==> src/rtl/lfsr_pkg.sv <==
// lfsr_pkg
//   Shared types and helpers for the lfsr_prng word source.
//   - lfsr_state_t : two-state control FSM (idle / running)
//   - LFSR_MAX_W   : widest LFSR the shift helper supports
//   - lfsr_shift() : one Fibonacci shift step on a zero-extended state
package lfsr_pkg;

  typedef enum logic {S_IDLE, S_RUN} lfsr_state_t;

  localparam int LFSR_MAX_W = 64;

  // One single shift: feedback is the parity of the tapped bits, shifted
  // in at bit 0. Callers zero-extend state/taps to LFSR_MAX_W and truncate
  // the result back to their own width, so bits above WIDTH never matter.
  function automatic logic [LFSR_MAX_W-1:0] lfsr_shift(
    input logic [LFSR_MAX_W-1:0] state,
    input logic [LFSR_MAX_W-1:0] taps
  );
    lfsr_shift = {state[LFSR_MAX_W-2:0], ^(state & taps)};
  endfunction

endpackage

==> src/rtl/lfsr_step.sv <==
// lfsr_step
//   Combinational STEP-fold unroll of the single LFSR shift, so the top can
//   advance several positions in one clock.
//   Ports:
//     state_i  in  WIDTH  current LFSR state
//     state_o  out WIDTH  state after STEP single shifts
module lfsr_step
  import lfsr_pkg::*;
#(
  parameter int               WIDTH = 8,
  parameter logic [WIDTH-1:0] TAPS  = 8'hB8,
  parameter int               STEP  = 1
) (
  input  logic [WIDTH-1:0] state_i,
  output logic [WIDTH-1:0] state_o
);

  // chain[k] holds the state after k single shifts
  logic [STEP:0][WIDTH-1:0] chain;

  assign chain[0] = state_i;

  for (genvar i = 0; i < STEP; i++) begin : g_shift
    assign chain[i+1] = WIDTH'(lfsr_shift(LFSR_MAX_W'(chain[i]), LFSR_MAX_W'(TAPS)));
  end

  assign state_o = chain[STEP];

endmodule

==> src/rtl/lfsr_prng.sv <==
// lfsr_prng
//   Parametrised Fibonacci LFSR word source with a valid/ready output.
//   One word is delivered per accepted handshake; each accepted word advances
//   the LFSR by STEP single shifts. Zero seeds are replaced by DEFAULT_SEED,
//   an all-zero state in RUN is recovered and flagged, and a one-cycle wrap
//   pulse marks the return of the sequence to the loaded seed.
//   Optional build macro: LFSR_PERIOD_CNT_EN adds a word counter and the
//   period_len output (length of the last completed period).
//   Ports:
//     clk         in   1      rising-edge clock
//     reset       in   1      asynchronous active-high reset
//     load        in   1      load seed and enter RUN
//     seed        in   WIDTH  seed sampled when load=1
//     stop        in   1      return to IDLE, state held
//     rand_ready  in   1      consumer accepts rand_word
//     rand_valid  out  1      rand_word valid (RUN)
//     rand_word   out  WIDTH  current LFSR state
//     rand_bit    out  1      feedback bit of current state
//     wrap        out  1      pulse: last advance returned to the seed
//     lockup_err  out  1      sticky: all-zero state seen and recovered
//     period_len  out  WIDTH  (LFSR_PERIOD_CNT_EN only) words per period
module lfsr_prng
  import lfsr_pkg::*;
#(
  parameter int               WIDTH        = 8,
  parameter logic [WIDTH-1:0] TAPS         = 8'hB8,
  parameter int               STEP         = 1,
  parameter logic [WIDTH-1:0] DEFAULT_SEED = WIDTH'(1)
) (
  input  logic             clk,
  input  logic             reset,
  input  logic             load,
  input  logic [WIDTH-1:0] seed,
  input  logic             stop,
  input  logic             rand_ready,
  output logic             rand_valid,
  output logic [WIDTH-1:0] rand_word,
  output logic             rand_bit,
  output logic             wrap,
  output logic             lockup_err
`ifdef LFSR_PERIOD_CNT_EN
  ,
  output logic [WIDTH-1:0] period_len
`endif
);

  if (WIDTH < 3 || WIDTH > LFSR_MAX_W) begin : g_bad_width
    $error("lfsr_prng: WIDTH out of range");
  end
  if (STEP < 1 || STEP > WIDTH) begin : g_bad_step
    $error("lfsr_prng: STEP must be 1..WIDTH");
  end
  if (DEFAULT_SEED == '0) begin : g_bad_seed
    $error("lfsr_prng: DEFAULT_SEED must be nonzero");
  end

  lfsr_state_t      fsm_q, fsm_d;
  logic [WIDTH-1:0] state_q, state_d;
  logic [WIDTH-1:0] seed_q, seed_d;
  logic             wrap_q, wrap_d;
  logic             lockup_q, lockup_d;

  logic [WIDTH-1:0] step_out;
  logic [WIDTH-1:0] load_val;
  logic             handshake;
  logic             adv_en;

  lfsr_step #(
    .WIDTH (WIDTH),
    .TAPS  (TAPS),
    .STEP  (STEP)
  ) u_step (
    .state_i (state_q),
    .state_o (step_out)
  );

  assign handshake = (fsm_q == S_RUN) && rand_ready;
  // A zero seed would lock the LFSR, so it is replaced up front.
  assign load_val  = (seed == '0) ? DEFAULT_SEED : seed;

  // Priority: load > stop > lock-up recovery > handshake advance. A handshake
  // coincident with load or stop still delivers the old word, it just does
  // not advance the state.
  always_comb begin
    fsm_d    = fsm_q;
    state_d  = state_q;
    seed_d   = seed_q;
    wrap_d   = 1'b0;
    lockup_d = lockup_q;
    adv_en   = 1'b0;
    if (load) begin
      fsm_d    = S_RUN;
      state_d  = load_val;
      seed_d   = load_val;
      lockup_d = 1'b0;
    end else if (stop) begin
      fsm_d = S_IDLE;
    end else if (fsm_q == S_RUN && state_q == '0) begin
      // Only reachable through an upset or degenerate taps; recover without
      // a wrap pulse and leave the valid asserted.
      state_d  = DEFAULT_SEED;
      lockup_d = 1'b1;
    end else if (handshake) begin
      state_d = step_out;
      wrap_d  = (step_out == seed_q);
      adv_en  = 1'b1;
    end
  end

  always_ff @(posedge clk or posedge reset) begin
    if (reset) begin
      fsm_q    <= S_IDLE;
      state_q  <= DEFAULT_SEED;
      seed_q   <= DEFAULT_SEED;
      wrap_q   <= 1'b0;
      lockup_q <= 1'b0;
    end else begin
      fsm_q    <= fsm_d;
      state_q  <= state_d;
      seed_q   <= seed_d;
      wrap_q   <= wrap_d;
      lockup_q <= lockup_d;
    end
  end

  assign rand_valid = (fsm_q == S_RUN);
  assign rand_word  = state_q;
  assign rand_bit   = ^(state_q & TAPS);
  assign wrap       = wrap_q;
  assign lockup_err = lockup_q;

`ifdef LFSR_PERIOD_CNT_EN
  logic [WIDTH-1:0] cnt_q, cnt_d;
  logic [WIDTH-1:0] period_q, period_d;

  // cnt_q counts words accepted since the last load/wrap; the wrapping word
  // itself completes the period, hence the +1 on capture.
  always_comb begin
    cnt_d    = cnt_q;
    period_d = period_q;
    if (load) begin
      cnt_d = '0;
    end else if (adv_en) begin
      if (wrap_d) begin
        period_d = cnt_q + WIDTH'(1);
        cnt_d    = '0;
      end else begin
        cnt_d = cnt_q + WIDTH'(1);
      end
    end
  end

  always_ff @(posedge clk or posedge reset) begin
    if (reset) begin
      cnt_q    <= '0;
      period_q <= '0;
    end else begin
      cnt_q    <= cnt_d;
      period_q <= period_d;
    end
  end

  assign period_len = period_q;
`endif

endmodule
==> config.mk <==
export PLATFORM = sky130hd
export DESIGN_NAME = lfsr_prng
export DESIGN_NICKNAME = d
export VERILOG_FILES = /design/src/rtl/lfsr_pkg.sv /design/src/rtl/lfsr_step.sv /design/src/rtl/lfsr_prng.sv
export SDC_FILE = /design/constraint.sdc
export NUM_CORES = 1
export LEC_CHECK = 0
export CAP_MARGIN = 20
export CORE_MARGIN = 1.5
export CORE_UTILIZATION = 40
export CTS_BUF_LIST = sky130_fd_sc_hd__clkbuf_8
export CTS_CLUSTER_SIZE = 24
export DETAILED_ROUTE_END_ITERATION = 8
export PLACE_DENSITY = 0.67
export SETUP_SLACK_MARGIN = 0.1
export SKIP_CTS_REPAIR_TIMING = 1
export SYNTH_ARGS = -nofsm -noshare
export SYNTH_HDL_FRONTEND = slang
export SYNTH_SLANG_ARGS = --single-unit
==> constraint.sdc <==
create_clock -name clk -period 2.55 [get_ports clk]
set_input_delay 0.51 -clock clk [delete_from_list [all_inputs] [get_ports clk]]
set_output_delay 0.51 -clock clk [all_outputs]
set_load 0.05 [all_outputs]
==> results of run 1 <==
## routing by layer
layer	up-vias	GRT usage, %
met3	4	3.390
li1	368	-
met1	374	20.61
met4	0	7.692
met5	-	0
met2	16	29.79
## worst paths after layout
path | startpoint | end | cells past startpoint
worst max register to register | rand_word[5] | wrap | 6
min in group asynchronous | reset | rand_word[2] | 2
max in group asynchronous | reset | rand_word[6] | 2
worst max-delay path | rand_word[3] | rand_word[3] | 1
worst min-delay path | seed_q[0] | seed_q[0] | 2
worst min register to register | seed_q[0] | seed_q[0] | 2
## layout make-up
class                      count  area [sq um]
inverter                       7         26.28
timing repair buffer          27         272.8
sequential                    19         478.0
clock buffer                   3         41.29
clock inverter                 1         5.005
multi-input combinational     60         479.2
fill                         197         938.4
tap                           28         35.03
## sequential cells by signal (all words and copies together) (netlist names)
register and count:
lockup_err 1, rand_valid 1, rand_word 8, seed_q 8, wrap 1
## kinds of logic after synthesis
kind of cell / synth area share [%]
compound gates: 11.05
xor+xnor: 8.795
fa+ha+maj: 1.256
buf+inv: 4.649
flops: 47.99
mux: 10.80
simple gates: 15.45
## cells in the final DEF (no fill, tap or decap), types with 2 or more instances in the layout
cell type        instances
inv_1                    7
a21oi_1                  4
nand2_1                  6
o21ai_0                  5
clkdlybuf4s50_1         23
nand3_1                  2
clkbuf_8                 3
nor2_1                   3
xor2_1                   7
buf_4                    3
mux2i_1                  4
nor3_1                   2
nor4_1                   2
a221oi_1                 2
mux2_2                   6
dfstp_2                  2
dfrtp_1                 17
xnor2_1                  2
## metrics by stage
step | worst slack [ps] | hold WS (ps) | area (sq um)
3_3_place_gp | 499.8 | 503.4 | 1291
3_5_place_dp | 436.2 | 512.7 | 1291
2_1_floorplan | 218.4 | 459.7 | 1003
6_report | 358.1 | 511.2 | 1338
5_1_grt | 246.8 | 527.4 | 1338
4_1_cts | 332.5 | 509.4 | 1338
## report_power, final
part	total (mW)	switching, mW	internal [mW]
Sequential	0.386	0.0475	0.338
Combinational	0.351	0.198	0.153
Clock	0.213	0.104	0.109
Total	0.950	0.350	0.600
==> results.json, run 1 <==
{
  "status": "complete, no violations",
  "hold_path.class": "reg -> reg",
  "end_kind": "output pin",
  "highest_layer": "met4",
  "wl_met3_um": 72,
  "cts_buffers": 3,
  "fmax_mhz": 456.2,
  "setup_violations": 0,
  "synth_edf_count": 0,
  "grt_pass1_vias": 740,
  "yosys_warnings": 0,
  "rows": 17,
  "syn_inst": 90,
  "arrival_ps": 1680,
  "grt_max_degree": 20,
  "synth-seq-cells": 19,
  "dieArea_sq_um": 2798,
  "async_flop_share_pct": 100.0,
  "p_per_area_nw_per_um2": 710.0,
  "cts.sinks": 19,
  "skew_ps": 4.530,
  "critPathRequiredTime_ps": 2040,
  "drt-total-wl_mm": 2.131,
  "synth_cell_types": 32,
  "initial_core_util_pct": 43.76,
  "clkLatencyLatePin_ps": 260,
  "dpl.hpwl_mm": 1.611,
  "wl_met1_um": 956,
  "core-area_sq_um": 2276,
  "cts_tree": "built",
  "die_w_um": 52.90,
  "chipHeight_um": 52.90,
  "cp_cell_sequence": "clkdlybuf4s50_1",
  "synth_most_common_cell": "dfrtp_1",
  "synth_top_area_cell": "dfrtp_1",
  "max_cap_viol_count": 0,
  "worst_slew_pin_slew_ps": 712.4,
  "avgViaCountPerCell": 5.255,
  "synthesis.nets": 104,
  "grt_pass1_wl_mm": 3.394,
  "r2r_slack_ps": 910,
  "finalNetCount": 132,
  "antenna_found_initial": 0,
  "crit_family": "buffers and inverters",
  "seq_area_frac_synth_pct": 47.99,
  "clk_pin_slew_ps": 70,
  "power_uw": 949.6,
  "grt_overflow": 0,
  "rsz0062_at_grt": "false",
  "placed_cells": 141,
  "synthTopCellsByArea": "dfrtp_1 (43%), mux2_2 (6.8%), xor2_1 (6.2%)",
  "area_growth_pct": 34.30,
  "maxSlewViolCount": 0,
  "antennaDiodeCount": 0,
  "syn_area_sq_um": 996.0,
  "synth.top_cells.by_count": "dfrtp_1 (17), inv_1 (7), xor2_1 (7)",
  "track_usage_pct": 17.26,
  "vias": 762,
  "relSlewSlack_pct": 52.45,
  "root_buffer": "clkbuf_8",
  "min_period_over_period_pct": 85.96,
  "drc": 0,
  "netlist.area_leader.share_pct": 42.71,
  "postSynthAreaPerCell_sq_um": 11.07,
  "fin_crit_ps": 2192,
  "place_congestion": 0.7717,
  "crit_slowest_cell": "clkdlybuf4s50_1",
  "cts_buffer_depth": 2,
  "antenna_left": 0,
  "critical_path_class": "reg -> out",
  "htree_num_levels": 1,
  "worst-path-buf-inv": 1,
  "start_kind": "flop",
  "power_leakage_nw": 0.5730,
  "fin_setup_tns_ps": 0,
  "io_buffers": 24,
  "drt_iter0_drc": 2,
  "ios": 25,
  "finalHoldViolations": 0,
  "ir_drop_v": 0.0004213,
  "final_cells": 145,
  "synth_ff_type": "dfrtp_1",
  "crit_fanout": 6,
  "cp_slowest_stage_delay_ps": 870,
  "drt_pass1_iterations": 2,
  "wl_per_cell_um": 14.70,
  "fin_util_pct": 58.77,
  "drive_above_1_share_pct": 18.80,
  "wl_met2_mm": 1.076
}
No activity file was read; power rests on OpenSTA's default activity.
==> run 2, diff against run 1 <==
--- a/config.mk
+++ b/config.mk
@@ -6,7 +6,7 @@
 export NUM_CORES = 1
 export LEC_CHECK = 0
 export CAP_MARGIN = 20
-export CORE_MARGIN = 1.5
+export CORE_MARGIN = 2
 export CORE_UTILIZATION = 40
 export CTS_BUF_LIST = sky130_fd_sc_hd__clkbuf_8
 export CTS_CLUSTER_SIZE = 24
==> results.json, run 2 (synthesis results as in run 1) <==
{
  "status": "complete, no violations",
  "fmax_mhz": 456.0,
  "hold_path.startpoint": "seed_q[0]",
  "ios": 25,
  "arrival_ps": 1680,
  "power_uw": 944.3,
  "min_to": "seed_q[0]",
  "r2r_cells": 7,
  "area_growth_pct": 34.42,
  "timing.rr.start": "rand_word[5]",
  "maxSlewViolCount": 0,
  "pre_cts_ws_ps": 467.3,
  "multiInputGateArea_sq_um": 479.2,
  "setup_slack_ps": 357.0,
  "core-area_sq_um": 2410,
  "crit_slowest_cell": "clkdlybuf4s50_1",
  "cts_buffers": 3,
  "place_congestion": 0.7558,
  "globalRouteMet2Util_pct": 26.83,
  "avgViaCountPerCell": 5.150,
  "initial_core_util_pct": 41.33,
  "fin_area_sq_um": 1339,
  "drt_pass1_iterations": 4,
  "r2r_slack_ps": 860,
  "worst-path-buf-inv": 1,
  "cp_cell_sequence": "clkdlybuf4s50_1",
  "htree_num_levels": 1,
  "setup_violations": 0,
  "power_leakage_nw": 0.5744,
  "fin_crit_ps": 2193,
  "grt_overflow": 0,
  "end_kind": "output pin",
  "drt_iter0_drc": 3,
  "placed_area_sq_um": 1294,
  "worst_slew_pin_slew_ps": 712.3,
  "busiest_layer": "met2",
  "drive_above_1_share_pct": 17.95,
  "grt_pass1_vias": 737,
  "cts.sinks": 19,
  "drt-total-wl_mm": 2.072,
  "relSlewSlack_pct": 52.46,
  "crit_family": "buffers and inverters",
  "die_w_um": 53.90,
  "clk_pin_slew_ps": 70,
  "track_usage_pct": 17.36,
  "fin_util_pct": 55.56,
  "p_per_area_nw_per_um2": 705.3,
  "mostFrequentLayoutCells": "clkdlybuf4s50_1 (23), dfrtp_1 (17), inv_1 (8), xor2_1 (7)",
  "start_kind": "flop",
  "critical_path_class": "reg -> out",
  "cp_slowest_stage_delay_ps": 820,
  "max_cap_viol_count": 0,
  "cts_tree": "built",
  "drc": 0,
  "vias": 757,
  "min_period_over_period_pct": 86.00,
  "crit_fanout": 5,
  "r2r-end": "rand_word[5]",
  "rsz0062_at_grt": "false",
  "critPathRequiredTime_ps": 2040,
  "cts_buffer_depth": 2,
  "io_buffers": 24,
  "rows": 18,
  "min_path_cells": 2,
  "finalNetCount": 132,
  "grt_pass1_wl_mm": 3.436,
  "clkLatencyLatePin_ps": 260,
  "regArea_sq_um": 478.0,
  "fillers": 211,
  "ir_drop_v": 0.0004055,
  "finalHoldViolations": 0,
  "antenna_found_initial": 0,
  "met1_usage_pct": 22.83,
  "fin_setup_tns_ps": 0,
  "dieArea_sq_um": 2905,
  "antenna_left": 0,
  "skew_ps": 1.795,
  "root_buffer": "clkbuf_8",
  "wl_per_cell_um": 14.10,
  "final_common_cell": "clkdlybuf4s50_1",
  "use_met3_pct": 4.444,
  "antennaDiodeCount": 0,
  "dpl.hpwl_mm": 1.545,
  "hold_path.class": "reg -> reg",
  "chipHeight_um": 53.90,
  "grt_max_degree": 20
}
## run 2: worst max path at each step
stage,from,to,slack (ps),cells after the start
global route,rand_word[5],rand_bit,270,5
detailed placement,seed[4],rand_word[0],470,5
CTS,rand_word[5],rand_bit,340,5
floorplan,rand_word[4],rand_bit,220,4
finish,rand_word[0],rand_word[0],360,1
global placement,seed[4],rand_word[0],500,5
## run 2: stage by stage
stage,hold slack (ps),instances
after global placement,503.7,143
after CTS,514.8,147
after detailed placement,502.4,143
after global routing,548.3,147
after floorplan,459.7,90
final,518.5,147
## run 2: power by group
part | internal, mW | total, mW | leakage, nW | switching, mW
combinational | 0.153 | 0.350 | 0.322 | 0.197
sequential | 0.338 | 0.385 | 0.226 | 0.0470
clock | 0.107 | 0.209 | 0.0269 | 0.101
## run 2: per-layer routing
layer  up-vias  wire length [um]  share of wire, %
met5         -                 0                 0
met4         0                31               1.5
met3         5               100               4.8
met2        17              1014                49
met1       366               924                45
li1        369                 -                 -
## run 2: area by class of cell
class                   count  share of cell area (%)
flip-flops and latches     19                   35.70
clock buffers               3                   3.084
well taps                  30                   2.804
clock inverters             1                  0.2804
multi-input cells          60                   35.79
inverters                   7                   1.963
repair buffers             27                   20.37
